==> src/rtl/lock_seq_ctrl.sv <==
// Combination-lock sequencer: turns scanned key events into buffer commands and
// runs the INIT/SECURE/OPEN/LOCKOUT/ALARM lock FSM with status LEDs.
module lock_seq_ctrl #(
  parameter int unsigned MAX_TRIES  = 3,
  parameter int unsigned LOCK_TICKS = 500,
  parameter int unsigned BLINK_HALF = 12
) (
  input  logic        clk,
  input  logic        rst_n,
  input  logic        key_strobe,
  input  logic [4:0]  key_code,
  input  logic [31:0] buf_value,
  output logic        buf_push,
  output logic [3:0]  buf_char,
  output logic        buf_bksp,
  output logic        buf_clr,
  output logic [3:0]  digit_cnt,
  output logic [2:0]  state,
  output logic [3:0]  fail_cnt,
  output logic        red,
  output logic        green,
  output logic        blue
);

  localparam int unsigned LOCK_W  = (LOCK_TICKS > 1) ? $clog2(LOCK_TICKS) : 1;
  localparam int unsigned BLINK_W = (BLINK_HALF > 1) ? $clog2(BLINK_HALF) : 1;
  localparam logic [3:0]         MAX_FAILS  = 4'(MAX_TRIES);
  localparam logic [3:0]         MAX_DIGITS = 4'd8;
  localparam logic [LOCK_W-1:0]  LOCK_LOAD  = LOCK_W'(LOCK_TICKS - 1);
  localparam logic [BLINK_W-1:0] BLINK_LAST = BLINK_W'(BLINK_HALF - 1);
  localparam logic [4:0]         KEY_W      = 5'd16;
  localparam logic [4:0]         KEY_X      = 5'd17;
  localparam logic [4:0]         KEY_Y      = 5'd18;

  typedef enum logic [2:0] {
    ST_INIT    = 3'd0,
    ST_SECURE  = 3'd1,
    ST_OPEN    = 3'd2,
    ST_LOCKOUT = 3'd3,
    ST_ALARM   = 3'd4
  } state_t;

  state_t              st;
  logic [31:0]         passphrase;
  logic [LOCK_W-1:0]   lock_cnt;
  logic [BLINK_W-1:0]  blink_cnt;
  logic [3:0]          fail_inc;
  logic                is_digit;
  logic                entry_mode;
  logic                pass_match;

  assign state      = st;
  assign fail_inc   = fail_cnt + 4'd1;
  assign is_digit   = ~key_code[4];
  assign entry_mode = (st == ST_INIT) || (st == ST_SECURE) || (st == ST_OPEN);
  assign pass_match = (buf_value == passphrase);

  // Lock FSM, command pulses and LEDs; LEDs are updated alongside every state change.
  always_ff @(posedge clk or negedge rst_n) begin
    if (!rst_n) begin
      st         <= ST_INIT;
      passphrase <= 32'd0;
      lock_cnt   <= '0;
      blink_cnt  <= '0;
      digit_cnt  <= 4'd0;
      fail_cnt   <= 4'd0;
      buf_push   <= 1'b0;
      buf_char   <= 4'd0;
      buf_bksp   <= 1'b0;
      buf_clr    <= 1'b0;
      red        <= 1'b0;
      green      <= 1'b0;
      blue       <= 1'b0;
    end else begin
      buf_push <= 1'b0;
      buf_bksp <= 1'b0;
      buf_clr  <= 1'b0;
      if (entry_mode) begin
        if (key_strobe) begin
          if (is_digit) begin
            if (digit_cnt != MAX_DIGITS) begin
              buf_push  <= 1'b1;
              buf_char  <= key_code[3:0];
              digit_cnt <= digit_cnt + 4'd1;
            end
          end else if (key_code == KEY_X) begin
            if (digit_cnt != 4'd0) begin
              buf_bksp  <= 1'b1;
              digit_cnt <= digit_cnt - 4'd1;
            end
          end else if (key_code == KEY_Y) begin
            if (st == ST_OPEN) begin
              buf_clr   <= 1'b1;
              digit_cnt <= 4'd0;
              st        <= ST_SECURE;
              green     <= 1'b0;
              blue      <= 1'b1;
            end
          end else if ((key_code == KEY_W) && (digit_cnt != 4'd0)) begin
            buf_clr   <= 1'b1;
            digit_cnt <= 4'd0;
            if (st == ST_INIT) begin
              passphrase <= buf_value;
              st         <= ST_SECURE;
              blue       <= 1'b1;
            end else if (st == ST_OPEN) begin
              passphrase <= buf_value;
            end else if (pass_match) begin
              st       <= ST_OPEN;
              fail_cnt <= 4'd0;
              blue     <= 1'b0;
              green    <= 1'b1;
            end else begin
              blue     <= 1'b0;
              red      <= 1'b1;
              fail_cnt <= (fail_inc >= MAX_FAILS) ? MAX_FAILS : fail_inc;
              if (fail_inc >= MAX_FAILS) begin
                st        <= ST_ALARM;
                blink_cnt <= '0;
              end else begin
                st       <= ST_LOCKOUT;
                lock_cnt <= LOCK_LOAD;
              end
            end
          end
        end
      end else if (st == ST_LOCKOUT) begin
        if (lock_cnt == '0) begin
          st   <= ST_SECURE;
          red  <= 1'b0;
          blue <= 1'b1;
        end else begin
          lock_cnt <= lock_cnt - LOCK_W'(1);
        end
      end else if (st == ST_ALARM) begin
        // Red starts high on entry and flips after each full half-period.
        if (blink_cnt == BLINK_LAST) begin
          blink_cnt <= '0;
          red       <= ~red;
        end else begin
          blink_cnt <= blink_cnt + BLINK_W'(1);
        end
      end else begin
        st    <= ST_INIT;
        red   <= 1'b0;
        green <= 1'b0;
        blue  <= 1'b0;
      end
    end
  end

endmodule

==> config.mk <==
export PLATFORM = sky130hd
export DESIGN_NAME = lock_seq_ctrl
export DESIGN_NICKNAME = d
export VERILOG_FILES = /design/src/rtl/lock_seq_ctrl.sv
export SDC_FILE = /design/constraint.sdc
export NUM_CORES = 1
export LEC_CHECK = 0
export ABC_AREA = 0
export CORE_MARGIN = 2
export CORE_UTILIZATION = 57
export DETAILED_ROUTE_END_ITERATION = 7
export GPL_TIMING_DRIVEN = 0
export PLACE_DENSITY = 0.85
export SLEW_MARGIN = 15
export SYNTH_ARGS = -nofsm -noshare
export SYNTH_HDL_FRONTEND = slang
export SYNTH_SLANG_ARGS = --single-unit
==> constraint.sdc <==
create_clock -name clk -period 3.5 [get_ports clk]
set_input_delay 0.35 -clock clk [delete_from_list [all_inputs] [get_ports clk]]
set_output_delay 0.35 -clock clk [all_outputs]
set_load 0.01 [all_outputs]
After elaboration in Yosys (flattened, before gate mapping)

Index checks and enable logic that the tools add are counted.

Register bits: 66
Bits of input ports: 40
Output and inout bits: 21
Logic and storage cells: 181

Add/sub/neg operators: 5
Magnitude comparators: 1
Equality and inequality tests: 35
Multiplexer cells: 102
Bitwise logic cells: 6
Reduce and logical (&&, ||, !) cells: 19

Operators by type and width:

| operator                                               | count |
|---|---|
| 2-to-1 mux 9 bit                                       | 12 |
| 2-to-1 mux 4 bit                                       | 22 |
| 2-to-1 mux 32 bit                                      | 2 |
| 2-to-1 mux 1 bit                                       | 52 |
| 2-to-1 mux 3 bit                                       | 14 |
| == test 32 bit                                         | 1 |
| inequality test 2 bit (second input constant)          | 11 |
| AND reduction 11 bit                                   | 2 |
| AND reduction 10 bit                                   | 2 |
| AND reduction 8 bit                                    | 2 |
| == test 5 bit (second input constant)                  | 3 |
| adder 4 x 1 -> 4 bit (second input constant)           | 3 |
| inequality test 3 x 2 -> 1 bit (second input constant) | 4 |
| logical NOT 9 bit                                      | 1 |
| subtractor 9 x 1 -> 9 bit (second input constant)      | 1 |
| inequality test 4 x 3 -> 1 bit (second input constant) | 2 |
| inequality test 4 bit (second input constant)          | 2 |
| nonzero test 2 bit                                     | 4 |
| AND reduction 7 bit                                    | 1 |
| == test 3 x 2 -> 1 bit (second input constant)         | 2 |
| inequality test 3 x 1 -> 1 bit (second input constant) | 2 |
| inequality test 3 bit (second input constant)          | 2 |
| NOT 1 bit                                              | 6 |
| AND reduction 6 bit                                    | 1 |
| other kinds (12)                                       | 14 |

Logic depth before layout (Yosys ltp)

Word-level depth: 12
Gate-level depth with buffers: 11
Depth with buffers taken out: 10

Least setup slack after synthesis

Ideal clock, no wire load.

Path kind: reg2reg
Start: register fail_cnt[0]
End: register lock_cnt[5]
Library setup time: 69 ps
Data arrival time: 2,216 ps
Data required time: 3,431 ps
Setup slack: 1,215 ps
Stages on the path, launching flop included: 8
Path buffers: 0
Period minus slack after synthesis: 2,285 ps
Path through: dfrtp_1 -> ha_1 -> or3_1 -> a21oi_1 -> a21o_1 -> a21oi_1 -> or4_1 -> nand3_1

Word-level cells in the longest chain between the ends: 4

RTL lines:

| element                         | line | source |
|---|---|---|
| from (decl)                     | 19   | `output logic [3:0] fail_cnt,` |
| from (signal assigned)          | 116  | `fail_cnt <= (fail_inc >= MAX_FAILS) ? MAX_FAILS : fail_inc;` |
| adder 4 x 1 -> 4 bit            | 53   | `assign fail_inc = fail_cnt + 4'd1;` |
| >= comparator 4 x 2 -> 1 bit    | 117  | `if (fail_inc >= MAX_FAILS) begin` |
| inequality test 2 bit (no line) | --   |  |
| AND reduction 11 bit (no line)  | --   |  |
| to (signal assigned)            | 133  | `lock_cnt <= lock_cnt - LOCK_W'(1);` |
| to (decl)                       | 45   | `logic [LOCK_W-1:0] lock_cnt;` |

No other way between the ends.
A chain may end at the register's enable or synchronous reset.

Final worst setup path

Ends and elaborated chain as after synthesis.

==> impl_metrics.tcl <==
set metrics [dict create \
    synth_cell_types 54 \
    fin_crit_sh_pct 75.4 \
    path_clk_slew_ns 0.07 \
    synth_top_family_by_area "simple AND/OR/NAND/NOR gates" \
    dpl.hpwl_mm 5.53 \
    ys_seq_area_share_pct 47.0 \
    grt_max_degree 46 \
    worst_slack_ns 0.861 \
    clock_sinks 66 \
    clockBufferDepth 2 \
    fin_skew_ns 0.00859 \
    grt-ovfl-total 0 \
    rows 28 \
    layout_common_cells "66 x dfrtp_1, 59 x clkdlybuf4s50_1, 33 x nand2_1, 33 x mux2_2, 32 x xnor2_1" \
    hold_violations 0 \
    relSlewSlack_pct 46.3 \
    start_util_pct 59.0 \
    endpoint_kind "flop" \
    io_buffer_count 60 \
    synth-edff-count 0 \
    postRouteAntennaNets 0 \
    antenna_found_initial 0 \
    dieArea_um2 6810 \
    core_area_um2 5960 \
    grt_pass1_vias 2854 \
    chipHeight_um 82.5 \
    drive_above_1_share_pct 16.9 \
    post-cts-setup-buffers 0 \
    synth_seq_cells 66 \
    yosys_warnings 0 \
    whs_ns 0.443 \
    synth_ff_type "dfrtp_1" \
    via_count 2792 \
    mostFrequentLayoutCell "dfrtp_1" \
    postSynthAreaPerCell_um2 10.6 \
    crit_required_ns 3.72 \
    htree_levels 3 \
    wl_per_cell_um 15.8 \
    clock_latency_ns 0.34 \
    synth_adder_area_share_pct 2.49 \
    worst_pin_slew_ns 0.798 \
    slowest_stage "a21oi_1" \
    synth_nets 378 \
    critical_path.most_common_cell "a21oi_1" \
    leakagePower_nw 1.93 \
    drtIter0Drc 128 \
    syn_inst 331 \
    cp_max_fo 10 \
    cts_made_buffers 9 \
    async_reset_ff_share_pct 100 \
    crit_chain "ha_1 > or3_1 > a21oi_1 > a21o_1 > a21oi_1 > buf_2 > o31ai_1 > nand3_1" \
    antennaDiodeCount 0 \
    setup_violations 0 \
    irDropWorstVdd_mv 0.376 \
    cp_top_family "compound AO/OA/AOI/OAI gates" \
    clock.fmax_mhz 379 \
    wirelength_mm 7.64 \
    rsz0062_at_grt "no" \
    cts-root-buf "clkbuf_8" \
    fin_crit_ns 2.64 \
    path_buf_inv 1 \
    maxCapViolCount 0 \
    fin_nets 451 \
    final_util_pct 74.9 \
    drc 0 \
    tritoncts "done" \
    synth_compound_area_share_pct 11.7 \
    finalSetupTns_ns 0 \
    status "finished clean" \
    yosys.area_share.simple_pct 16.8 \
    grt_pass1_wl_mm 12.9 \
    die_w_um 82.5 \
    post_synth_xor_area_fraction_pct 7.97 \
    syn_to_final_growth_pct 26.9 \
    critical_path_arrival_ns 2.86 \
    synth_area_um2 3520 \
    ioPinCount 61 \
    critPathMaxStageDelay_ns 0.48 \
    slew_viol_final 0 \
    pwr_density_cell_nw_per_um2 527 \
    viasPerCell 5.77 \
    routabilityCongestion 0.855 \
    min_path_type "in -> async" \
    place_ws_ns 0.628 \
    dr.pass1.iters 5 \
    grt_use_total_pct 24.7 \
    startpoint_type "flop" \
    p_total_mw 2.35 \
    muxShareOfSynthArea_pct 11.4 \
    path_class "reg -> reg" \
]
==> what timing repair did <==
action / CTS / global route
resized for setup: 0 / 0
endpoints found under the hold margin: 21 / 0
hold buffers: 1 / 0
==> sequential cells by signal, indices dropped and copies added (netlist names) <==
register and flops:
buf_clr 1, blue 1, buf_bksp 1, lock_cnt 9, buf_char 4, fail_cnt 4, passphrase 32, red 1
buf_push 1, blink_cnt 4, green 1, digit_cnt 4, state 3
==> cell usage after synthesis (all sizes together) (6+ instances only) <==
cell | number | area share (%)
a21oi | 15 | 2.2
nand3 | 9 | 1.3
nand4 | 9 | 1.6
ha | 7 | 2.5
nand2 | 34 | 3.7
or3 | 6 | 1.1
nor3 | 6 | 1.0
mux2 | 33 | 11
inv | 11 | 1.2
dfrtp | 66 | 47
nor2 | 17 | 1.8
xnor2 | 32 | 8.0
o21ai | 14 | 2.0
buf | 6 | 1.0
==> logic make-up (layout without fill, tap and decap cells) <==
family	after synthesis	after routing
flops	66	66
mux	36	36
simple gates	109	109
fa+ha+maj	7	7
buf+inv	21	99
compound gates	60	60
xor+xnor	32	32
==> metal layers <==
metal | vias up | share of wire [%] | GRT usage (%)
li1 | 1337 | - | -
met1 | 1374 | 43 | 31.3
met2 | 69 | 51 | 42.3
met3 | 12 | 4.8 | 4.35
met4 | 0 | 1.6 | 9.51
met5 | - | 0 | 0
==> where the power goes <==
part | switching [mW] | internal [mW]
combinational | 0.267 | 0.340
clock | 0.289 | 0.415
sequential | 0.127 | 0.916
==> area by class of cell <==
cell class / instances / area (um2)
well taps: 75 / 93.8
clock buffers: 10 / 138
inverters: 11 / 41.3
multi-input cells: 244 / 1770
flip-flops and latches: 66 / 1650
repair buffers: 62 / 636
fillers: 409 / 1490
clock inverters: 6 / 80.1
plain buffers: 10 / 51.3
==> worst paths after layout <==
check | startpoint | to | slack (ns) | cells after the start
max | fail_cnt[0] | lock_cnt[5] | 0.86 | 8
min | rst_n | passphrase[0] | 0.44 | 2
max reg2reg | fail_cnt[0] | lock_cnt[5] | 0.86 | 8
min reg2reg | buf_char[2] | buf_char[2] | 0.47 | 2
max in group asynchronous | rst_n | blink_cnt[0] | 2.53 | 3
min in group clk | buf_char[2] | buf_char[2] | 0.47 | 2
==> through the flow <==
step / cell area, um2 / instances
floorplan: 3520 / 331
global placement: 4210 / 466
detailed placement: 4240 / 467
finish: 4460 / 484
CTS: 4460 / 484
global route: 4460 / 484
==> worst register-to-register path: cells and delay by family (launching register included) <==
kind | cells | cell delay (ns)
flip-flops | 1 | 0.45
AO/OA/AOI/OAI | 4 | 1.12
adder cells (fa/ha/maj) | 1 | 0.24
AND/OR/NAND/NOR | 2 | 0.47
buffers and inverters | 1 | 0.22
(Power assumes the default switching activity.)
